===== config.mk =====
export PLATFORM = sky130hd
export DESIGN_NAME = sar_result_capture
export DESIGN_NICKNAME = d
export VERILOG_FILES = /design/src/rtl/sar_capture_pkg.sv /design/src/rtl/sar_sync_fifo.sv /design/src/rtl/sar_result_capture.sv
export SDC_FILE = /design/constraint.sdc
export NUM_CORES = 1
export LEC_CHECK = 0
export BUFFER_PORTS_ARGS = -buffer_cell sky130_fd_sc_hd__buf_4
export CAP_MARGIN = 20
export CORE_ASPECT_RATIO = 0.8
export CORE_UTILIZATION = 45
export DETAILED_ROUTE_END_ITERATION = 8
export GPL_ROUTABILITY_DRIVEN = 0
export HOLD_SLACK_MARGIN = 0.05
export PLACE_DENSITY_LB_ADDON = 0.3
export SYNTH_ARGS = -nofsm -noshare
export SYNTH_HDL_FRONTEND = slang
export SYNTH_HIERARCHICAL = 1
export SYNTH_SLANG_ARGS = --single-unit
export TNS_END_PERCENT = 30

===== constraint.sdc =====
create_clock -name clock -period 3.7 [get_ports clock]
set_clock_uncertainty 0.2 [all_clocks]
set_input_delay 0.185 -clock clock [delete_from_list [all_inputs] [get_ports clock]]
set_output_delay 0.185 -clock clock [all_outputs]
set_load 0.01 [all_outputs]

===== src/rtl/sar_capture_pkg.sv =====
// rtl/sar_capture_pkg.sv - shared types and helpers for the SAR result capture block
package sar_capture_pkg;

    localparam int RESULT_W_DEF = 11;

    typedef enum logic {
        WAIT_HIGH = 1'b0,
        WAIT_LOW  = 1'b1
    } cap_state_t;

    // Offset binary to two's complement is a flip of the sign bit.
    function automatic logic [RESULT_W_DEF-1:0] fmt_sample(
        input logic [RESULT_W_DEF-1:0] value,
        input logic                    twos
    );
        logic [RESULT_W_DEF-1:0] out;
        out                 = value;
        out[RESULT_W_DEF-1] = value[RESULT_W_DEF-1] ^ twos;
        return out;
    endfunction

endpackage


===== src/rtl/sar_sync_fifo.sv =====
// rtl/sar_sync_fifo.sv - single-clock FIFO with registered head-of-queue output
module sar_sync_fifo #(
    parameter int WIDTH = 11,
    parameter int DEPTH = 4
) (
    input  logic             clock,
    input  logic             reset,
    input  logic             push,
    input  logic [WIDTH-1:0] push_data,
    input  logic             pop,
    output logic             full,
    output logic             empty,
    output logic [WIDTH-1:0] head
);

    localparam int AW = $clog2(DEPTH);

    logic [WIDTH-1:0] mem [DEPTH];
    logic [AW:0]      wr_ptr;
    logic [AW:0]      rd_ptr;
    logic [AW:0]      wr_next;
    logic [AW:0]      rd_next;
    logic             do_push;
    logic             do_pop;

    assign empty   = (wr_ptr == rd_ptr);
    assign full    = (wr_ptr[AW] != rd_ptr[AW]) && (wr_ptr[AW-1:0] == rd_ptr[AW-1:0]);
    assign do_pop  = pop && !empty;
    assign do_push = push && (!full || do_pop);
    assign wr_next = wr_ptr + {{AW{1'b0}}, do_push};
    assign rd_next = rd_ptr + {{AW{1'b0}}, do_pop};

    always_ff @(posedge clock) begin
        if (do_push) begin
            mem[wr_ptr[AW-1:0]] <= push_data;
        end
    end

    // The head register must already show the word written at this edge when
    // the queue was (or became) empty, so bypass the array in that case.
    always_ff @(posedge clock or posedge reset) begin
        if (reset) begin
            wr_ptr <= '0;
            rd_ptr <= '0;
            head   <= '0;
        end else begin
            wr_ptr <= wr_next;
            rd_ptr <= rd_next;
            if (wr_next != rd_next) begin
                if (do_push && (wr_ptr[AW-1:0] == rd_next[AW-1:0])) begin
                    head <= push_data;
                end else begin
                    head <= mem[rd_next[AW-1:0]];
                end
            end
        end
    end

endmodule


===== src/rtl/sar_result_capture.sv =====
// rtl/sar_result_capture.sv - captures SAR conversion words, averages, formats and buffers them
module sar_result_capture
    import sar_capture_pkg::*;
#(
    parameter int RESULT_W   = RESULT_W_DEF,
    parameter int FIFO_DEPTH = 4,
    parameter int AVG_LOG2   = 0,
    parameter int TWOS_COMP  = 1
) (
    input  logic                clock,
    input  logic                reset,
    input  logic                enable,
    input  logic                conv_done,
    input  logic [RESULT_W-1:0] result,
    output logic [RESULT_W-1:0] m_data,
    output logic                m_valid,
    input  logic                m_ready,
    output logic                overflow,
    input  logic                clear_ovf,
    output logic [15:0]         sample_count
);

    localparam int ACC_W = RESULT_W + AVG_LOG2;
    localparam int GRP_W = (AVG_LOG2 > 0) ? AVG_LOG2 : 1;
    localparam logic [GRP_W-1:0] GRP_LAST = GRP_W'((1 << AVG_LOG2) - 1);
    localparam logic TWOS = (TWOS_COMP != 0);

    logic             sync1, sync2, sync3;
    logic [1:0]       sync_fill;
    logic             armed;
    logic             evt;
    logic             fire;
    cap_state_t       state, state_next;
    logic [ACC_W-1:0] acc;
    logic [ACC_W-1:0] sum;
    logic [GRP_W-1:0] grp;
    logic             grp_done;
    logic [RESULT_W-1:0] avg;
    logic [RESULT_W-1:0] push_data;
    logic             push;
    logic             pop;
    logic             drop;
    logic             fifo_full;
    logic             fifo_empty;

    // sync_fill marks when sync2 truly reflects conv_done, so a strobe already
    // high at reset release cannot arm the edge detector from reset values.
    always_ff @(posedge clock or posedge reset) begin
        if (reset) begin
            sync1     <= 1'b0;
            sync2     <= 1'b0;
            sync3     <= 1'b0;
            sync_fill <= 2'b00;
            armed     <= 1'b0;
        end else begin
            sync1     <= conv_done;
            sync2     <= sync1;
            sync3     <= sync2;
            sync_fill <= {sync_fill[0], 1'b1};
            if (sync_fill[1] && !sync2) begin
                armed <= 1'b1;
            end
        end
    end

    assign evt = sync2 && !sync3 && armed && enable;

    always_ff @(posedge clock or posedge reset) begin
        if (reset) begin
            state <= WAIT_HIGH;
        end else begin
            state <= state_next;
        end
    end

    always_comb begin
        state_next = state;
        fire       = 1'b0;
        if (!enable) begin
            state_next = WAIT_HIGH;
        end else begin
            case (state)
                WAIT_HIGH: begin
                    if (evt) begin
                        fire       = 1'b1;
                        state_next = WAIT_LOW;
                    end
                end
                WAIT_LOW: begin
                    if (!sync2) begin
                        state_next = WAIT_HIGH;
                    end
                end
                default: state_next = WAIT_HIGH;
            endcase
        end
    end

    assign sum      = acc + ACC_W'(result);
    assign grp_done = (grp == GRP_LAST);
    assign avg      = sum[ACC_W-1:AVG_LOG2];
    assign push     = fire && grp_done;

    always_ff @(posedge clock or posedge reset) begin
        if (reset) begin
            acc <= '0;
            grp <= '0;
        end else if (!enable) begin
            acc <= '0;
            grp <= '0;
        end else if (fire) begin
            if (grp_done) begin
                acc <= '0;
                grp <= '0;
            end else begin
                acc <= sum;
                grp <= grp + 1'b1;
            end
        end
    end

    if (RESULT_W == RESULT_W_DEF) begin : g_fmt_pkg
        assign push_data = fmt_sample(avg, TWOS);
    end else begin : g_fmt_gen
        assign push_data = {avg[RESULT_W-1] ^ TWOS, avg[RESULT_W-2:0]};
    end

    sar_sync_fifo #(
        .WIDTH (RESULT_W),
        .DEPTH (FIFO_DEPTH)
    ) u_fifo (
        .clock     (clock),
        .reset     (reset),
        .push      (push),
        .push_data (push_data),
        .pop       (pop),
        .full      (fifo_full),
        .empty     (fifo_empty),
        .head      (m_data)
    );

    assign m_valid = !fifo_empty;
    assign pop     = m_valid && m_ready;
    assign drop    = push && fifo_full && !pop;

    always_ff @(posedge clock or posedge reset) begin
        if (reset) begin
            overflow     <= 1'b0;
            sample_count <= 16'd0;
        end else begin
            if (drop) begin
                overflow <= 1'b1;
            end else if (clear_ovf) begin
                overflow <= 1'b0;
            end
            if (push && !drop) begin
                sample_count <= sample_count + 16'd1;
            end
        end
    end

endmodule


==> qor.csv <==
metric,value,unit
finalSetupViolCount,0,
required,3.78,ns
critPathKind,register to register,
grt_max_degree,25,
synth_cell_type_count,38,
cts.sinks,85,
cts_buffer_depth,2,
place_area,0.00411,mm^2
grt_pass1_vias,2265,
synth_top_area_cell,edfxtp_1,
drt_drc_violations_left,0,
yosysMostFrequentCell,edfxtp_1,
syn_nets,263,
syn_to_final_growth,25.9,%
slew_violations,0,
ff2ff_setup_slack,0.23,ns
max_cap_viol_count,0,
avgSynthCellArea,15.0,um^2
fmax,288,MHz
synth_area_leaders,"edfxtp_1 (37%), dfrtp_1 (28%), mux4_2 (6.8%)",
grt_overflow_total,0,
p_per_area,849,mW/mm^2
period_minus_slack,3.47,ns
status,"finished, final reports clean",
antenna_left,0,
start_util,0.476,
total_power,3.87,mW
syn_area,0.00362,mm^2
grt_setup_unrepaired,no,
vias_per_cell,5.17,
postLayoutCellArea,0.00456,mm^2
hold_class,register to register,
die_area,0.00840,mm^2
slew_headroom,0.340,
final_util,0.599,
instances_no_fill,428,
crit_path_end_kind,register,
path_clk_slew,0.08,ns
synth-warning-count,6,
io_buffers,45,
grt_pass1_wl,11600,um
synth_top_area_share,0.365,
track_usage,0.191,
synth-seq-cells,85,
chipHeight,82.2,um
leakagePower,1.78,nW
final-hold-violation-count,0,
tightest_slew,0.988,ns
fin_crit_sh,0.938,
yosysSeqAreaShare,0.649,
synthArstFlopShare,0.482,
insertedDiodeCount,0,
worstPathArrival,3.55,ns
wire_per_inst,16.8,um
critPathLaunchType,register,
nNetsFinal,340,
yosys-top-cells-count,"edfxtp_1 (44), dfrtp_1 (41), xnor2_1 (19)",
root_buffer,clkbuf_8,
synth_edf_count,44,
cts_tree,done,
place_hpwl,4960,um
core.rowCount,28,
die_x,102,um
drt_first_pass_iters,4,
cts-buffers-inserted,9,
synth-main-ff-cell,edfxtp_1,
drive_gt1_frac,0.313,
placed_cells,394,
clk_latency,0.35,ns
ir_worst_vdd,0.000332,V
core,0.00760,mm^2
ctsHtreeMaxLevel,3,
io_pins,46,
first_iter_violations,154,
antenna_found_initial,0,
syn_inst,241,
worstPathMaxFanout,11,
drt_wl_total,7180,um
finalSetupTns,0,ns
vias,2214,
[layout make-up]
class | count | area (um^2)
fill | 614 | 3050
tap | 105 | 131
clock inverter | 4 | 76.3
timing repair buffer | 75 | 601
multi-input combinational | 138 | 1200
clock buffer | 12 | 166
inverter | 9 | 33.8
sequential | 85 | 2350
[flip-flops by register name, indices dropped and copies added (netlist names)]
signal,count
u_fifo/mem,44
sample_count,16
u_fifo/head,11
u_fifo/rd_ptr,3
u_fifo/wr_ptr,3
sync_fill,2
armed,1
overflow,1
state,1
sync1,1
sync2,1
sync3,1
[stage by stage]
stage,setup WS (ns),hold WS (ns)
after floorplan,0.0227,-0.0889
after global placement,0.0661,0.0951
after detailed placement,-0.124,0.0958
after CTS,0.0683,0.157
after global routing,0.0778,0.166
final,0.229,0.155
[worst paths after layout]
check / depth (start not counted) / startpoint / end
setup / recovery: 13 / u_fifo/wr_ptr[1] / u_fifo/head[7]
hold / removal: 0 / sync1 / sync2
setup reg to reg: 13 / u_fifo/wr_ptr[1] / u_fifo/head[7]
hold reg to reg: 0 / sync1 / sync2
max in group asynchronous: 3 / reset / sample_count[10]
min in group asynchronous: 3 / reset / u_fifo/head[7]
[metal layers]
layer | vias up | part of all wire | GRT usage
met5 | - | 0 | 0
met3 | 7 | 0.051 | 0.0690
li1 | 1048 | - | -
met2 | 56 | 0.47 | 0.289
met1 | 1103 | 0.47 | 0.261
met4 | 0 | 0.0089 | 0.0529
[layout by cell type (no fill, tap or decap), types with 2 or more instances in the layout]
cell,instances
nor2b_1,2
buf_4,60
nor2_1,6
a31oi_1,11
o21ai_0,11
xor2_1,4
dfrtp_1,41
nand3_1,16
xnor2_1,19
nor3_1,12
clkbuf_8,10
or2_2,2
nand2_1,10
and3_1,3
inv_1,8
ha_1,5
edfxtp_1,44
dlygate4sd3_1,15
nand4_1,7
mux4_2,11
bufinv_16,2
a21oi_1,2
a2111oi_4,2
[report_power, final]
part	switching (mW)	total [mW]	internal [mW]
clock network	0.323	0.766	0.442
logic	0.992	1.81	0.822
registers	0.125	1.29	1.16
[cell families after synthesis]
kind of cell,after synthesis,synth area share
DFF,85,0.649
and+or+nand+nor,65,0.104
AOI/OAI and AO/OA,30,0.0702
xor gates and xnor gates,25,0.0605
buffers and inverters,18,0.0266
muxes,12,0.0716
adders and majority gates,5,0.0173
other,1,0.00104
[repair_timing]
action | 4_1_cts | 5_1_grt
gates resized for setup | 1 | 2
hold buffers | 15 | 0
buffers inserted | 0 | 3
endpoints found under the hold margin | 99 | 0
setup endpoints to repair | 11 | 11
[worst max-delay path, stage by stage, from the launching register on]
cell and delay (ns):
dfrtp_1 0.41, xor2_1 0.21, or2_2 0.33, nor2b_1 0.13, nand2b_2 0.14, inv_1 0.07
o41ai_4 0.39, inv_2 0.08, ha_1 0.19, ha_1 0.21, xor2_2 0.27, xor2_4 0.14
or2_2 0.43, a31oi_1 0.20
Note: power is estimated with default switching activity, not from simulation.
